===== src/rtl/rv32_pkg.sv =====
// rv32_pkg: shared types and helpers for the load/store unit.
//   lsu_state_t    - LSU sequencing states
//   SZ_*           - funct3 access-size encodings
//   size_legal     - 1 when funct3 names a supported access size
//   misaligned     - 1 when the byte offset is not aligned for the size
//   byte_enable    - bus byte-enable mask for a size/offset pair
//   store_lanes    - store data replicated across all byte lanes
package rv32_pkg;

  typedef enum logic [1:0] {
    StIdle,
    StReq,
    StWait,
    StDone
  } lsu_state_t;

  localparam logic [2:0] SZ_B  = 3'b000;
  localparam logic [2:0] SZ_H  = 3'b001;
  localparam logic [2:0] SZ_W  = 3'b010;
  localparam logic [2:0] SZ_BU = 3'b100;
  localparam logic [2:0] SZ_HU = 3'b101;

  function automatic logic size_legal(logic [2:0] size);
    case (size)
      SZ_B, SZ_H, SZ_W, SZ_BU, SZ_HU: size_legal = 1'b1;
      default:                        size_legal = 1'b0;
    endcase
  endfunction

  function automatic logic misaligned(logic [2:0] size, logic [1:0] offset);
    case (size)
      SZ_H, SZ_HU: misaligned = offset[0];
      SZ_W:        misaligned = (offset != 2'b00);
      default:     misaligned = 1'b0;
    endcase
  endfunction

  function automatic logic [3:0] byte_enable(logic [2:0] size, logic [1:0] offset);
    case (size)
      SZ_B, SZ_BU: byte_enable = 4'b0001 << offset;
      SZ_H, SZ_HU: byte_enable = 4'b0011 << offset;
      SZ_W:        byte_enable = 4'b1111;
      default:     byte_enable = 4'b0000;
    endcase
  endfunction

  // Replicate so the memory picks the right bytes via byte enables alone.
  function automatic logic [31:0] store_lanes(logic [2:0] size, logic [31:0] data);
    case (size)
      SZ_B, SZ_BU: store_lanes = {4{data[7:0]}};
      SZ_H, SZ_HU: store_lanes = {2{data[15:0]}};
      default:     store_lanes = data;
    endcase
  endfunction

endpackage


===== src/rtl/load_align.sv =====
// load_align: combinational lane select and extension of a bus read word.
//   rdata_i  - raw 32-bit word returned by the data memory
//   offset_i - byte offset of the access within the word (addr[1:0])
//   size_i   - funct3 access size (SZ_*)
//   data_o   - selected lane, sign- or zero-extended to 32 bits
module load_align
  import rv32_pkg::*;
(
  input  logic [31:0] rdata_i,
  input  logic [1:0]  offset_i,
  input  logic [2:0]  size_i,
  output logic [31:0] data_o
);

  logic [7:0]  byte_sel;
  logic [15:0] half_sel;

  always_comb begin
    byte_sel = rdata_i[7:0];
    case (offset_i)
      2'd0: byte_sel = rdata_i[7:0];
      2'd1: byte_sel = rdata_i[15:8];
      2'd2: byte_sel = rdata_i[23:16];
      2'd3: byte_sel = rdata_i[31:24];
      default: byte_sel = rdata_i[7:0];
    endcase
    half_sel = offset_i[1] ? rdata_i[31:16] : rdata_i[15:0];
  end

  always_comb begin
    data_o = 32'h0;
    case (size_i)
      SZ_B:    data_o = {{24{byte_sel[7]}}, byte_sel};
      SZ_BU:   data_o = {24'h0, byte_sel};
      SZ_H:    data_o = {{16{half_sel[15]}}, half_sel};
      SZ_HU:   data_o = {16'h0, half_sel};
      SZ_W:    data_o = rdata_i;
      default: data_o = 32'h0;
    endcase
  end

endmodule


===== src/rtl/load_store_unit.sv =====
// load_store_unit: sequences one RV32 load or store onto a req/gnt/rvalid data bus.
//   clk, rst              - clock and asynchronous active-high reset
//   MemRead, MemWrite     - current instruction is a load / store (both => store)
//   MemSize               - funct3 access size
//   addr, store_data      - effective byte address and unshifted rs2 value
//   load_data             - aligned, extended load result, valid while done=1
//   stall                 - hold the pipeline while the access is in flight
//   done                  - one-cycle pulse when the access retires
//   lsu_err               - misaligned address or illegal size (no bus traffic)
//   dmem_req/we/addr/be/wdata - bus request fields, stable until dmem_gnt
//   dmem_gnt, dmem_rvalid, dmem_rdata - bus handshake and read return
module load_store_unit
  import rv32_pkg::*;
(
  input  logic        clk,
  input  logic        rst,
  input  logic        MemRead,
  input  logic        MemWrite,
  input  logic [2:0]  MemSize,
  input  logic [31:0] addr,
  input  logic [31:0] store_data,
  output logic [31:0] load_data,
  output logic        stall,
  output logic        done,
  output logic        lsu_err,
  output logic        dmem_req,
  output logic        dmem_we,
  output logic [31:0] dmem_addr,
  output logic [3:0]  dmem_be,
  output logic [31:0] dmem_wdata,
  input  logic        dmem_gnt,
  input  logic        dmem_rvalid,
  input  logic [31:0] dmem_rdata
);

  lsu_state_t  state_q, state_d;
  logic [31:0] addr_q;
  logic [2:0]  size_q;
  logic [31:0] wdata_q;
  logic        we_q;
  logic [31:0] load_data_q;
  logic [31:0] aligned_data;

  logic access;
  logic bad_access;
  logic in_idle;
  logic start;

  assign access     = MemRead | MemWrite;
  assign bad_access = !size_legal(MemSize) || misaligned(MemSize, addr[1:0]);
  assign in_idle    = (state_q == StIdle);
  assign start      = in_idle & access & !bad_access;

  // Faults are reported without ever leaving IDLE, so no bus traffic results.
  assign lsu_err = in_idle & access & bad_access;

  always_comb begin
    state_d = state_q;
    unique case (state_q)
      StIdle: if (start) state_d = StReq;
      StReq:  if (dmem_gnt) state_d = we_q ? StDone : StWait;
      // rvalid is only honoured here, never in the grant cycle.
      StWait: if (dmem_rvalid) state_d = StDone;
      StDone: state_d = StIdle;
      default: state_d = StIdle;
    endcase
  end

  always_ff @(posedge clk or posedge rst) begin
    if (rst) begin
      state_q     <= StIdle;
      addr_q      <= 32'h0;
      size_q      <= 3'b000;
      wdata_q     <= 32'h0;
      we_q        <= 1'b0;
      load_data_q <= 32'h0;
    end else begin
      state_q <= state_d;
      if (start) begin
        addr_q  <= addr;
        size_q  <= MemSize;
        wdata_q <= store_data;
        we_q    <= MemWrite;
      end
      if ((state_q == StWait) && dmem_rvalid) begin
        load_data_q <= aligned_data;
      end
    end
  end

  load_align u_load_align (
    .rdata_i  (dmem_rdata),
    .offset_i (addr_q[1:0]),
    .size_i   (size_q),
    .data_o   (aligned_data)
  );

  // Stall rises combinationally in the accepting IDLE cycle so the PC freezes at once.
  assign stall      = start | (state_q == StReq) | (state_q == StWait);
  assign done       = (state_q == StDone);
  assign dmem_req   = (state_q == StReq);
  assign dmem_we    = dmem_req & we_q;
  assign dmem_addr  = {addr_q[31:2], 2'b00};
  assign dmem_be    = byte_enable(size_q, addr_q[1:0]);
  assign dmem_wdata = store_lanes(size_q, wdata_q);
  assign load_data  = load_data_q;

endmodule


===== config.mk =====
export PLATFORM = sky130hd
export DESIGN_NAME = load_store_unit
export DESIGN_NICKNAME = d
export VERILOG_FILES = /design/src/rtl/rv32_pkg.sv /design/src/rtl/load_align.sv /design/src/rtl/load_store_unit.sv
export SDC_FILE = /design/constraint.sdc
export NUM_CORES = 1
export LEC_CHECK = 0
export ABC_AREA = 1
export CORE_UTILIZATION = 45
export DETAILED_ROUTE_END_ITERATION = 10
export GPL_TIMING_DRIVEN = 1
export PLACE_DENSITY = 0.82
export SLEW_MARGIN = 20
export SYNTH_ARGS = -nofsm -noshare
export SYNTH_HDL_FRONTEND = slang
export SYNTH_SLANG_ARGS = --single-unit

===== constraint.sdc =====
create_clock -name clk -period 6.8 [get_ports clk]
set_input_delay 1.36 -clock clk [delete_from_list [all_inputs] [get_ports clk]]
set_output_delay 1.36 -clock clk [all_outputs]
set_load 0.05 [all_outputs]

---- After elaboration in Yosys (flattened, before gate mapping) ----
Index checks and enable logic that the tools add are counted.
operators by class
  add/sub/neg operators ................... 0
  $mul .................................... 0
  div/mod/pow operators ................... 0
  order comparisons ....................... 0
  equality and inequality tests ........... 17
  shift operators ......................... 2
  multiplexer cells ....................... 12
  bitwise operators ....................... 7
  reductions and logical operators ........ 14
operators with widths
  cell                                                                      count
  32-bit case mux with 5 select lines                                       1
  32-bit case mux with 2 select lines                                       1
  8-bit case mux with 4 select lines                                        1
  16-bit 2-to-1 mux                                                         1
  3-bit equality test (second input constant)                               4
  4-bit case mux with 3 select lines                                        1
  2-bit equality test (second input constant)                               4
  2-bit case mux with 4 select lines                                        1
  3-bit by 1-bit equality test with 1-bit output (second input constant)    2
  3-bit by 2-bit equality test with 1-bit output (second input constant)    2
  3-bit zero test                                                           2
  2-bit 2-to-1 mux                                                          3
  2-bit OR reduction                                                        3
  5-bit OR reduction                                                        1
  1-bit AND                                                                 4
  2-bit by 1-bit equality test with 1-bit output (second input constant)    2
  2-bit zero test                                                           2
  2-bit by 1-bit inequality test with 1-bit output (second input constant)  2
  1-bit by 2-bit << shifter with 4-bit output (first input constant)        1
  2-bit by 2-bit << shifter with 4-bit output (first input constant)        1
  1-bit bitwise OR                                                          3
  3-bit AND reduction                                                       1
  1-bit zero test                                                           2
  1-bit 2-to-1 mux                                                          2
  5 further kinds                                                           5
storage, ports and cells
  register bits after elaboration ......... 102
  latch bits .............................. 0
  RAM bits ................................ 0
  ROM bits ................................ 0
  bits of input ports ..................... 105
  output and inout port bits .............. 105
  memories kept ........................... 0

---- Longest topological paths before layout ----
Gate-level depths: netlist of run 1.
  depth in word-level cells ............... 9
  mapped depth ............................ 11

---- Hierarchy ----
Synthesis of run 1 repeated with hierarchy kept, for this count alone.
unflattened totals
  cells, all modules ...................... 757
  area, all modules ....................... 5768.0 um2
by module, submodules not included
  module           instances  cells each  area each (um2)  seq. area each (um2)
  load_store_unit  1          502         4684.5           2552.4
  load_align       1          255         1083.5           0.0

---- Least setup slack after synthesis of run 1 ----
Ideal clock, no wire load.
  path kind ............................... input to output
  start point ............................. input MemSize[0]
  end point ............................... output lsu_err
  data arrival time ....................... 2.790 ns
  setup slack ............................. 2.650 ns
  stages on the path ...................... 5
  path buffers ............................ 1
  cell sequence ........................... inv_1 > nand3_1 > nand2_1 > clkbuf_1 > nor3_1
between the ends
  cells in the longest elaborated chain, start to end .. 6
  elaborated cells between the ends (all ways) .. 12
ends and longest elaborated chain
  what                                                                    RTL line                        text
  start, declared                                                         load_store_unit.sv:19           input logic [2:0] MemSize,
  3-bit by 2-bit equality test with 1-bit output (tied with other cells)  rv32_pkg.sv:24, rv32_pkg.sv:31
  5-bit OR reduction                                                      rv32_pkg.sv:24                  case (size)
  1-bit 2-to-1 mux                                                        rv32_pkg.sv:24
  1-bit zero test                                                         load_store_unit.sv:50           assign bad_access = !size_legal(MemSize) || misaligned(MemSize, addr[1:0]);
  1-bit logical OR *                                                      load_store_unit.sv:50
  1-bit AND *                                                             load_store_unit.sv:55           assign lsu_err = in_idle & access & bad_access;
  end, declared                                                           load_store_unit.sv:25           output logic lsu_err,
Mark *: on every way between the ends. The rest lies on a longest branch, timed or not.

---- Worst setup path in the final report of run 1 ----
  start point ............................. input addr[0]
  end point ............................... output lsu_err
between the ends
  cells in the longest elaborated chain, start to end .. 4
ends and longest elaborated chain
  what                                  RTL line               text
  start, declared                       load_store_unit.sv:20  input logic [31:0] addr,
  2-bit nonzero test                    rv32_pkg.sv:33         SZ_W: misaligned = (offset != 2'b00);
  1-bit case mux with 2 select lines *  rv32_pkg.sv:31         case (size)
  1-bit logical OR *                    load_store_unit.sv:50
  1-bit AND *                           load_store_unit.sv:55
Marks and branches as above.

==> results of run 1 <==
## cells by family after synthesis
kind of cell    Yosys count  share of synthesized area
simple gates            450                     0.3288
buf+inv                 139                     0.1335
flops                   102                     0.4632
compound gates           64                    0.06472
fa+ha+maj                 4                   0.009083
other cells               1                  0.0006805
## worst max path at each step
stage | from | end | slack [ps] | cells after the start
final | addr[0] | lsu_err | 1740 | 6
after global routing | addr[0] | lsu_err | 1590 | 6
after CTS | addr[0] | lsu_err | 1740 | 6
after detailed placement | addr[0] | lsu_err | 1750 | 6
after global placement | addr[0] | lsu_err | 1800 | 6
after floorplan | MemSize[0] | lsu_err | 2650 | 5
## synth_stat cells
master and count:
buf_4 41, nand2_2 2, nor3_1 2, nand2_1 308, dfrtp_1 102, o21ai_0 29, conb_1 1, clkbuf_1 8
nor2_2 3, nor2_4 2, nand3_2 1, o22ai_1 1, nor2_1 66, nand3_1 63, inv_2 3, buf_6 4
clkinv_1 1, o211ai_1 12, buf_2 24, inv_1 58, a21oi_1 20, or2_2 3, o31ai_1 2, ha_1 4
## report_power, final
group | internal [uW] | switching, uW
Clock | 321 | 224
Combinational | 895 | 2000
Sequential | 872 | 172
## state kept, by name, indices dropped and copies added, names as in the netlist
signal,cells
addr_q,32
load_data,32
size_q,3
state_q,2
wdata_q,32
we_q,1
## metal layers
layer	vias up	global-route usage	wire (um)
met2	221	0.3971	7056
met3	22	0.07019	1382
li1	2605	-	-
met1	2424	0.3383	6736
met5	-	0	0
met4	0	0.1004	299
## cell type report
class | instances | area (um^2)
Fill cell | 1044 | 4328
Sequential cell | 102 | 2552
Multi-Input combinational cell | 520 | 2238
Timing Repair Buffer | 212 | 2110
Inverter | 62 | 235.2
Clock buffer | 9 | 225.2
Tap cell | 147 | 183.9
Clock inverter | 7 | 88.84
## metrics by stage
stage            util  hold WS (ps)  instance area [um^2]
2_1_floorplan       -         441.7                  5514
3_3_place_gp   0.6119         453.2                  7320
3_5_place_dp   0.6119         457.5                  7320
4_1_cts        0.6382         474.9                  7634
5_1_grt        0.6382         495.4                  7634
6_report       0.6382         469.8                  7634
## tightest hold or removal path, cell delays in order (launching register included)
cell and delay [ps]:
dfrtp_1 340, nand2_1 50, nand2_1 40
==> results by group, run 1 <==
Run status
  – Outcome: completed

Timing
  – RSZ-0062 raised after global routing: no
  – Tmin final: 5061 ps
  – Slew Limit Fails: 0
  – Setup WS post-layout: 1739 ps
  – Worst-margin pin slew: ~860 ps
  – Final Cycle Share: 0.7442
  – Fmax: just under 200 MHz
  – Setup-failing EPs final: 0
  – Clock skew: 6.532 ps
  – Setup_tns: 0 ps
  – Fin. Hold Viols: 0
  – Worst slew margin: 0.4226

Setup path
  – CP Buf/Inv Count: 2
  – Top cell by count, worst path: clkdlybuf4s50_1
  – Worst R2R Path Depth: 9
  – Type of origin of the critical path: input port
  – Critical path's top delay family: buffers and inverters
  – Critical-path top delay cell: clkdlybuf4s50_1
  – WP data arrival: 3700 ps
  – CP Class: input port to primary output
  – Crit Path Max Fanout: 49
  – Slowest Stage Delay on Critical Path: 850 ps
  – Origin of the critical flop-to-flop path: state_q[0]
  – Critical path capture point type: primary output
  – RR Endpoint: load_data[5]
  – Internal reg-to-reg setup slack: 4160 ps
  – WP data required: 5440 ps
  – CP Cell Sequence: clkdlybuf4s50_1 > nor2_1 > nand3_1 > nand2_2 > nor3_1 > clkdlybuf4s50_1

Global routing
  – Largest net degree at the start of global routing: 91
  – First-pass GRT wire length: 25270 um
  – Gr usage total: 0.2553
  – Number of global-route vias before repair: 5037
  – GRT Residual Overflow: 0
  – Initial antenna violation count: 0

Place
  – I/O Buffers: 207
  – DP HPWL: 11050 um
  – GP Congestion: about 0.91
  – Placed Instances: ~1000
  – Setup WS pre-CTS: about 1800 ps

Die
  – Chip width: ~110 um
  – Initial Util: 0.4607
  – Core ar.: 11960 um^2
  – Row cnt: 40
  – Total Die Area: 12690 um^2
  – Die Span Y: approximately 110 um
  – I/O pin total: 210

Clock network
  – Num CTS Buffers: 9
  – CTS root buf: clkbuf_16
  – Post-CTS sizing: 0
  – Worst-case clock buffer depth: 2
  – Htree depth: 3
  – Hold-fix buffers at CTS: 0
  – Clock Sinks: 102
  – Clk slew on worst S/H paths: 70 ps
  – Clk Latency, worst-skew pair: 340 ps
  – Post-CTS Setup Inserts: 0
  – CTS tree: built

Synthesis
  – Synth area leader: dfrtp_1
  – Yosys warning count: 0
  – Syn Inst Count: between 700 and 800
  – Synth area leaders: dfrtp_1 (46%), nand2_1 (21%), nand3_1 (5.7%)
  – Post-synth cell types: 24
  – Yosys top cell area share: 0.4632
  – Synth Cell Area: about 5500 um^2
  – Sequential fraction of the synthesis area: 0.4632
  – Syn avg cell area: approximately 7.3 um^2
  – Synthesized flop and latch total: 102

Power and ir drop
  – Total power: 4485 uW
  – Cell Pwr Density: 587.5 nW/um^2
  – Static Leak: 0.003886 uW
  – Maximum vdd ir drop: 403.5 uV

Layout
  – Layout Cells excl Fill: 1059
  – Area delta synth->final: 38.53%
  – Share of layout cells above drive strength 1: 0.04276
  – Most common cell after layout, fill and taps aside: nand2_1
  – Final net count: 1016
  – Commonest non-fill, non-tap cells in the layout: nand2_1 (306), clkdlybuf4s50_1 (207), dfrtp_1 (102), nor2_1 (65), nand3_1 (63)
  – # diodes: 0

Routing
  – Pre-antenna DRT Iters: 5
  – Drt wl/cell: roughly 15 um
  – Final antenna-violating net count: 0
  – DRT Wirelength: approximately 15000 um
  – # DRC: 0
  – Iter 0 DRT Violations: 344
  – Routed vias: 5272
  – Vias per cell: ~5

Min path
  – Hold path start: addr_q[9]
  – Worst hold path depth: 2
  – Worst min path class: flop to flop
  – Worst Hold Path EP: addr_q[9]

Flow run
  – Max Cap Viol: 0
Power figures use the tool's default switching activity.
==> run 2, diff against run 1 <==
--- a/config.mk
+++ b/config.mk
@@ -6,10 +6,10 @@
 export NUM_CORES = 1
 export LEC_CHECK = 0
 export ABC_AREA = 1
-export CORE_UTILIZATION = 45
+export CORE_UTILIZATION = 40
 export DETAILED_ROUTE_END_ITERATION = 10
 export GPL_TIMING_DRIVEN = 1
-export PLACE_DENSITY = 0.82
+export PLACE_DENSITY = 0.77
 export SLEW_MARGIN = 20
 export SYNTH_ARGS = -nofsm -noshare
 export SYNTH_HDL_FRONTEND = slang
==> constraint.sdc (replaced) <==
create_clock -name clk -period 4.5 [get_ports clk]
set_input_delay 0.9 -clock clk [delete_from_list [all_inputs] [get_ports clk]]
set_output_delay 0.9 -clock clk [all_outputs]
set_load 0.05 [all_outputs]
==> results by group, run 2 (same netlist as run 1, synthesis figures left out) <==
Timing
  – Fmax: 289.7 MHz
  – Slew Limit Fails: 0 (unchanged)
  – Clock skew: 6.277 ps (-0.2548 ps)
  – Fin. Hold Viols: 0 (unchanged)
  – Setup_tns: 0 ps (unchanged)
  – RSZ-0062 raised after global routing: no
  – Final Cycle Share: 0.7670
  – Tmin final: 3452 ps
  – Worst-margin pin slew: 852.9 ps (-10.15 ps)
  – Final hold slack: 471.0 ps (+1.213 ps)
  – Worst slew margin: 0.4314 (+0.008806)
  – Setup-failing EPs final: 0 (unchanged)

Routing
  – Routed vias: 5286 (+0.27%)
  – # DRC: 0 (unchanged)
  – Drt wl/cell: 14.08 um (-3.7%)
  – Vias per cell: 4.845 (-2.7%)
  – Final antenna-violating net count: 0 (unchanged)
  – Iter 0 DRT Violations: 352 (+2.3%)
  – Pre-antenna DRT Iters: 5 (unchanged)
  – DRT Wirelength: 15360 um (-0.74%)

Setup path
  – Critical-path top delay cell: clkdlybuf4s50_1
  – CP Cell Sequence: buf_4 > nor2_4 > inv_1 > o211ai_1 > clkdlybuf4s50_1
  – Type of origin of the critical path: flop
  – Origin of the critical flop-to-flop path: state_q[0]
  – RR Endpoint: load_data[5]
  – Slowest Stage Delay on Critical Path: 840 ps (about the same)
  – Worst R2R Path Depth: 10 (+1)
  – CP Class: flop to primary output
  – WP data required: 3600 ps (-1840 ps)
  – Crit Path Max Fanout: 30 (-39%)
  – Critical path capture point type: primary output
  – WP data arrival: 2550 ps (-1150 ps)
  – Internal reg-to-reg setup slack: 2100 ps (-2060 ps)

Global routing
  – Largest net degree at the start of global routing: 91 (unchanged)
  – Met2 Track Usage GR: 0.3423 (-0.05482)
  – Number of global-route vias before repair: 4978 (-1.2%)
  – First-pass GRT wire length: 25000 um (-1.1%)
  – Grt met3 use: 0.07088 (+0.0006868)
  – Grt met1 use: 0.3003 (-0.03807)
  – Gr usage total: 0.2251 (-0.03015)
  – GRT Max-Usage Layer: met2
  – GRT Residual Overflow: 0 (unchanged)
  – Initial antenna violation count: 0 (unchanged)

Clock network
  – CTS tree: built
  – Worst-case clock buffer depth: 2 (unchanged)
  – Post-CTS Setup Inserts: 0 (unchanged)
  – Num CTS Buffers: 9 (unchanged)
  – Post-CTS sizing: 0 (unchanged)
  – CTS root buf: clkbuf_16
  – Hold-fix buffers at CTS: 0 (unchanged)
  – Clk slew on worst S/H paths: 60 ps (about the same)
  – Htree depth: 3 (unchanged)
  – Clock Sinks: 102 (unchanged)
  – Clk Latency, worst-skew pair: 340 ps (about the same)

Layout
  – Final Instance Area: 7675 um^2 (+0.54%)
  – Fillers: 1246 (+19%)
  – Area of the multi-input gates: 2238 um^2 (unchanged)
  – # diodes: 0 (unchanged)
  – Commonest non-fill, non-tap cells in the layout: nand2_1 (306), clkdlybuf4s50_1 (205), dfrtp_1 (102), nor2_1 (65), nand3_1 (63)
  – Share of layout cells above drive strength 1: 0.04590 (+0.003138)
  – Area delta synth->final: 39.28%
  – Final net count: 1019 (+0.30%)
  – Register Area: 2552 um^2 (unchanged)
  – Most common cell after layout, fill and taps aside: nand2_1

Power and ir drop
  – Combinational power share: 0.653 (+0.007)
  – Net switching power figure: 3587 uW (+50%)
  – Reg power frac: 0.235 (+0.002)
  – Static Leak: 0.003884 uW (about the same)
  – Int Pwr: 3109 uW (+49%)
  – Clk pwr share: 0.113 (-0.008)
  – Cell Pwr Density: 872.4 nW/um^2 (+48%)
  – Maximum vdd ir drop: 649.0 uV (+61%)
  – Sw Ratio: 0.5357 (+0.001065)

Flow run
  – Max Cap Viol: 0 (unchanged)

Min path
  – Worst Hold Path EP: addr_q[31]
  – Hold path start: addr_q[31]
  – Worst hold path depth: 2 (unchanged)
  – Worst min path class: flop to flop

Die
  – Die Span Y: 119.4 um (+6.0%)
  – Total Die Area: 14250 um^2 (+12%)
  – Chip width: 119.4 um (+6.0%)
  – I/O pin total: 210 (unchanged)
  – Core ar.: 13350 um^2 (+12%)
  – Row cnt: 42 (+5.0%)
  – Initial Util: 0.4128 (-0.04785)

Place
  – DP HPWL: 11160 um (+1.0%)
  – Placement-stage cell area: 7386 um^2 (+0.91%)
  – I/O Buffers: 207 (unchanged)
  – GP Congestion: 0.9159 (+0.30%)

Run status
  – Outcome: completed
run 2: layout make-up:
cell class	count	share of cell area
sequential	102	0.3326
multi-input combinational	520	0.2917
timing repair buffer	215	0.2788
clock buffer	14	0.03570
inverter	62	0.03065
tap	176	0.02869
clock inverter	2	0.001956
run 2: power by group through the flow:
stage	logic [uW]	registers (uW)	clock network, uW
after floorplan	2910	1890	0
after global placement	4350	1580	0
after detailed placement	4380	1580	0
after CTS	4390	1570	775
after global routing	4680	1620	815
final	4370	1570	754
run 2: routing by layer:
| metal | up-vias | wire (um) |
|---|---|---|
| li1 | 2606 | - |
| met1 | 2434 | 6603 |
| met5 | - | 0 |
| met4 | 0 | 293 |
| met2 | 222 | 6954 |
| met3 | 24 | 1508 |
run 2: per-stage QoR:
stage | utilization | power, uW | setup WS (ps) | std cells
global route | 0.5750 | 7117 | 906.7 | 1091
detailed placement | 0.5533 | 5956 | 1400 | 1075
finish | 0.5750 | 6696 | 1048 | 1091
floorplan | - | 4805 | 924.5 | 761
global placement | 0.5533 | 5923 | 1432 | 1075
CTS | 0.5750 | 6735 | 1024 | 1091
run 2: worst max-delay path by stage:
stage	from	end	slack, ps	cells past startpoint
floorplan	rst	addr_q[0]	920	1
global placement	size_q[1]	dmem_wdata[25]	1430	5
detailed placement	size_q[1]	dmem_wdata[25]	1400	5
CTS	size_q[1]	dmem_wdata[25]	1020	5
global route	size_q[1]	dmem_wdata[30]	910	5
finish	size_q[1]	dmem_wdata[25]	1050	5
run 2: critical path, delay by kind of cell (launching register included):
kind | cells | cell delay [ps]
buffers and inverters | 3 | 1300
AND/OR/NAND/NOR | 1 | 300
flip-flops | 1 | 390
AO/OA/AOI/OAI | 1 | 210
==> run 3, diff against run 2 <==
--- a/config.mk
+++ b/config.mk
@@ -6,10 +6,10 @@
 export NUM_CORES = 1
 export LEC_CHECK = 0
 export ABC_AREA = 1
-export CORE_UTILIZATION = 40
+export CORE_UTILIZATION = 45
 export DETAILED_ROUTE_END_ITERATION = 10
 export GPL_TIMING_DRIVEN = 1
-export PLACE_DENSITY = 0.77
+export PLACE_DENSITY = 0.82
 export SLEW_MARGIN = 20
 export SYNTH_ARGS = -nofsm -noshare
 export SYNTH_HDL_FRONTEND = slang
==> constraint.sdc (replaced) <==
create_clock -name clk -period 3.4 [get_ports clk]
set_input_delay 0.68 -clock clk [delete_from_list [all_inputs] [get_ports clk]]
set_output_delay 0.68 -clock clk [all_outputs]
set_load 0.05 [all_outputs]
==> results by group, run 3 (same netlist as run 1, synthesis figures left out) <==
Run status
  – Outcome: completed

Power and ir drop
  – Cell Pwr Density: 1183 nW/um^2 (+36%)
  – Total power: 9140 uW (+37%)
  – Static Leak: 0.003965 uW (+2.1%)
  – Maximum vdd ir drop: 779.3 uV (+20%)

Die
  – Initial Util: 0.4607 (+0.04785)
  – Die Span Y: 112.7 um (-5.6%)
  – Chip width: 112.7 um (-5.6%)
  – Core ar.: 11960 um^2 (-10%)
  – Total Die Area: 12690 um^2 (-11%)
  – Row cnt: 40 (-4.8%)
  – I/O pin total: 210 (unchanged)

Routing
  – Iter 0 DRT Violations: 342 (-2.8%)
  – Routed vias: 5303 (+0.32%)
  – # DRC: 0 (unchanged)
  – Final antenna-violating net count: 0 (unchanged)
  – Drt wl/cell: 14.76 um (+4.8%)
  – Pre-antenna DRT Iters: 7 (+2)
  – DRT Wirelength: 15690 um (+2.1%)
  – Vias per cell: 4.989 (+3.0%)

Clock network
  – Post-CTS Setup Inserts: 0 (unchanged)
  – Post-CTS sizing: 0 (unchanged)
  – Clk Latency, worst-skew pair: 350 ps (about the same)
  – CTS tree: built
  – Clk slew on worst S/H paths: 70 ps (about the same)
  – Htree depth: 3 (unchanged)
  – Worst-case clock buffer depth: 2 (unchanged)
  – CTS root buf: clkbuf_16
  – Num CTS Buffers: 9 (unchanged)
  – Clock Sinks: 102 (unchanged)
  – Hold-fix buffers at CTS: 0 (unchanged)

Timing
  – Slew Limit Fails: 0 (unchanged)
  – RSZ-0062 raised after global routing: no
  – Final hold slack: 468.5 ps (-2.517 ps)
  – Fmax: 338.3 MHz
  – Final Cycle Share: 0.8694
  – Worst slew margin: 0.4347 (+0.003323)
  – Clock skew: 8.149 ps (+1.872 ps)
  – Fin. Hold Viols: 0 (unchanged)
  – Worst-margin pin slew: 847.9 ps (-4.985 ps)
  – Setup_tns: 0 ps (unchanged)
  – Tmin final: 2956 ps
  – Setup-failing EPs final: 0 (unchanged)

Global routing
  – Largest net degree at the start of global routing: 91 (unchanged)
  – Initial antenna violation count: 0 (unchanged)
  – First-pass GRT wire length: 25050 um (+0.20%)
  – Number of global-route vias before repair: 5021 (+0.86%)
  – GRT Residual Overflow: 0 (unchanged)
  – Gr usage total: 0.2523 (+0.02719)

Setup path
  – Type of origin of the critical path: flop
  – WP data arrival: 2280 ps (-270 ps)
  – Top cell by count, worst path: buf_4
  – Slowest Stage Delay on Critical Path: 580 ps (-260 ps)
  – Critical path capture point type: primary output
  – CP Class: flop to primary output
  – CP Cell Sequence: buf_4 > nor2_4 > inv_1 > o211ai_1 > buf_4
  – Crit Path Max Fanout: 19 (-37%)
  – Critical-path top delay cell: dfrtp_1
  – WP data required: 2720 ps (-880 ps)

Layout
  – Commonest non-fill, non-tap cells in the layout: nand2_1 (306), clkdlybuf4s50_1 (185), dfrtp_1 (102), nor2_1 (65), nand3_1 (63)
  – # diodes: 0 (unchanged)
  – Area delta synth->final: 40.17%
  – Most common cell after layout, fill and taps aside: nand2_1
  – Fillers: 1038 (-17%)
  – Area of the multi-input gates: 2238 um^2 (unchanged)
  – Final net count: 1021 (+0.20%)
  – Register Area: 2552 um^2 (unchanged)
  – Share of layout cells above drive strength 1: 0.07096 (+0.02506)

Place
  – DP HPWL: 11400 um (+2.1%)
  – GP Congestion: 0.9233 (+0.81%)
  – I/O Buffers: 207 (unchanged)

Min path
  – Worst min path class: flop to flop

Flow run
  – Max Cap Viol: 0 (unchanged)
-- run 3: critical path: cells and delay by family, from the launching register on --
kind | cells | cell delay (ps)
and+or+nand+nor | 1 | 310
DFF | 1 | 580
AOI/OAI and AO/OA | 1 | 240
buffers and inverters | 3 | 790
-- run 3: per-layer routing --
layer  wire length (um)  track usage
met1               6743       0.3245
met2               7026       0.3889
met4                373      0.09867
met5                  0            0
met3               1544      0.08963
-- run 3: through the flow --
stage	util	area (um^2)	std cells	worst slack, ps
4_1_cts	0.6457	7724	1063	466.9
3_3_place_gp	0.6188	7402	1048	765.7
3_5_place_dp	0.6188	7402	1048	702.5
2_1_floorplan	-	5514	761	44.52
6_report	0.6457	7724	1063	444.0
5_1_grt	0.6457	7724	1063	351.7
-- run 3: path summary, 6_finish.rpt --
kind                       startpoint              to  slack, ps  cells past startpoint
hold reg to reg            addr_q[10]      addr_q[10]        470                      2
max in group asynchronous         rst     wdata_q[19]       2100                      3
hold / removal             addr_q[10]      addr_q[10]        470                      2
min in group asynchronous         rst      addr_q[27]        590                      2
setup reg to reg           state_q[0]      state_q[1]       1150                     10
setup / recovery            size_q[1]  dmem_wdata[27]        440                      5
-- run 3: where the power goes --
part	switching, uW	internal (uW)	total, uW
registers	368	1740	2110
clock network	462	664	1130
logic	4030	1870	5900
-- run 3: cell type report --
cell class | count | area share
Clock buffer | 10 | 0.03094
Clock inverter | 5 | 0.01069
Inverter | 62 | 0.03046
Multi-Input combinational cell | 520 | 0.2898
Sequential cell | 102 | 0.3305
Tap cell | 147 | 0.02381
Timing Repair Buffer | 217 | 0.2838
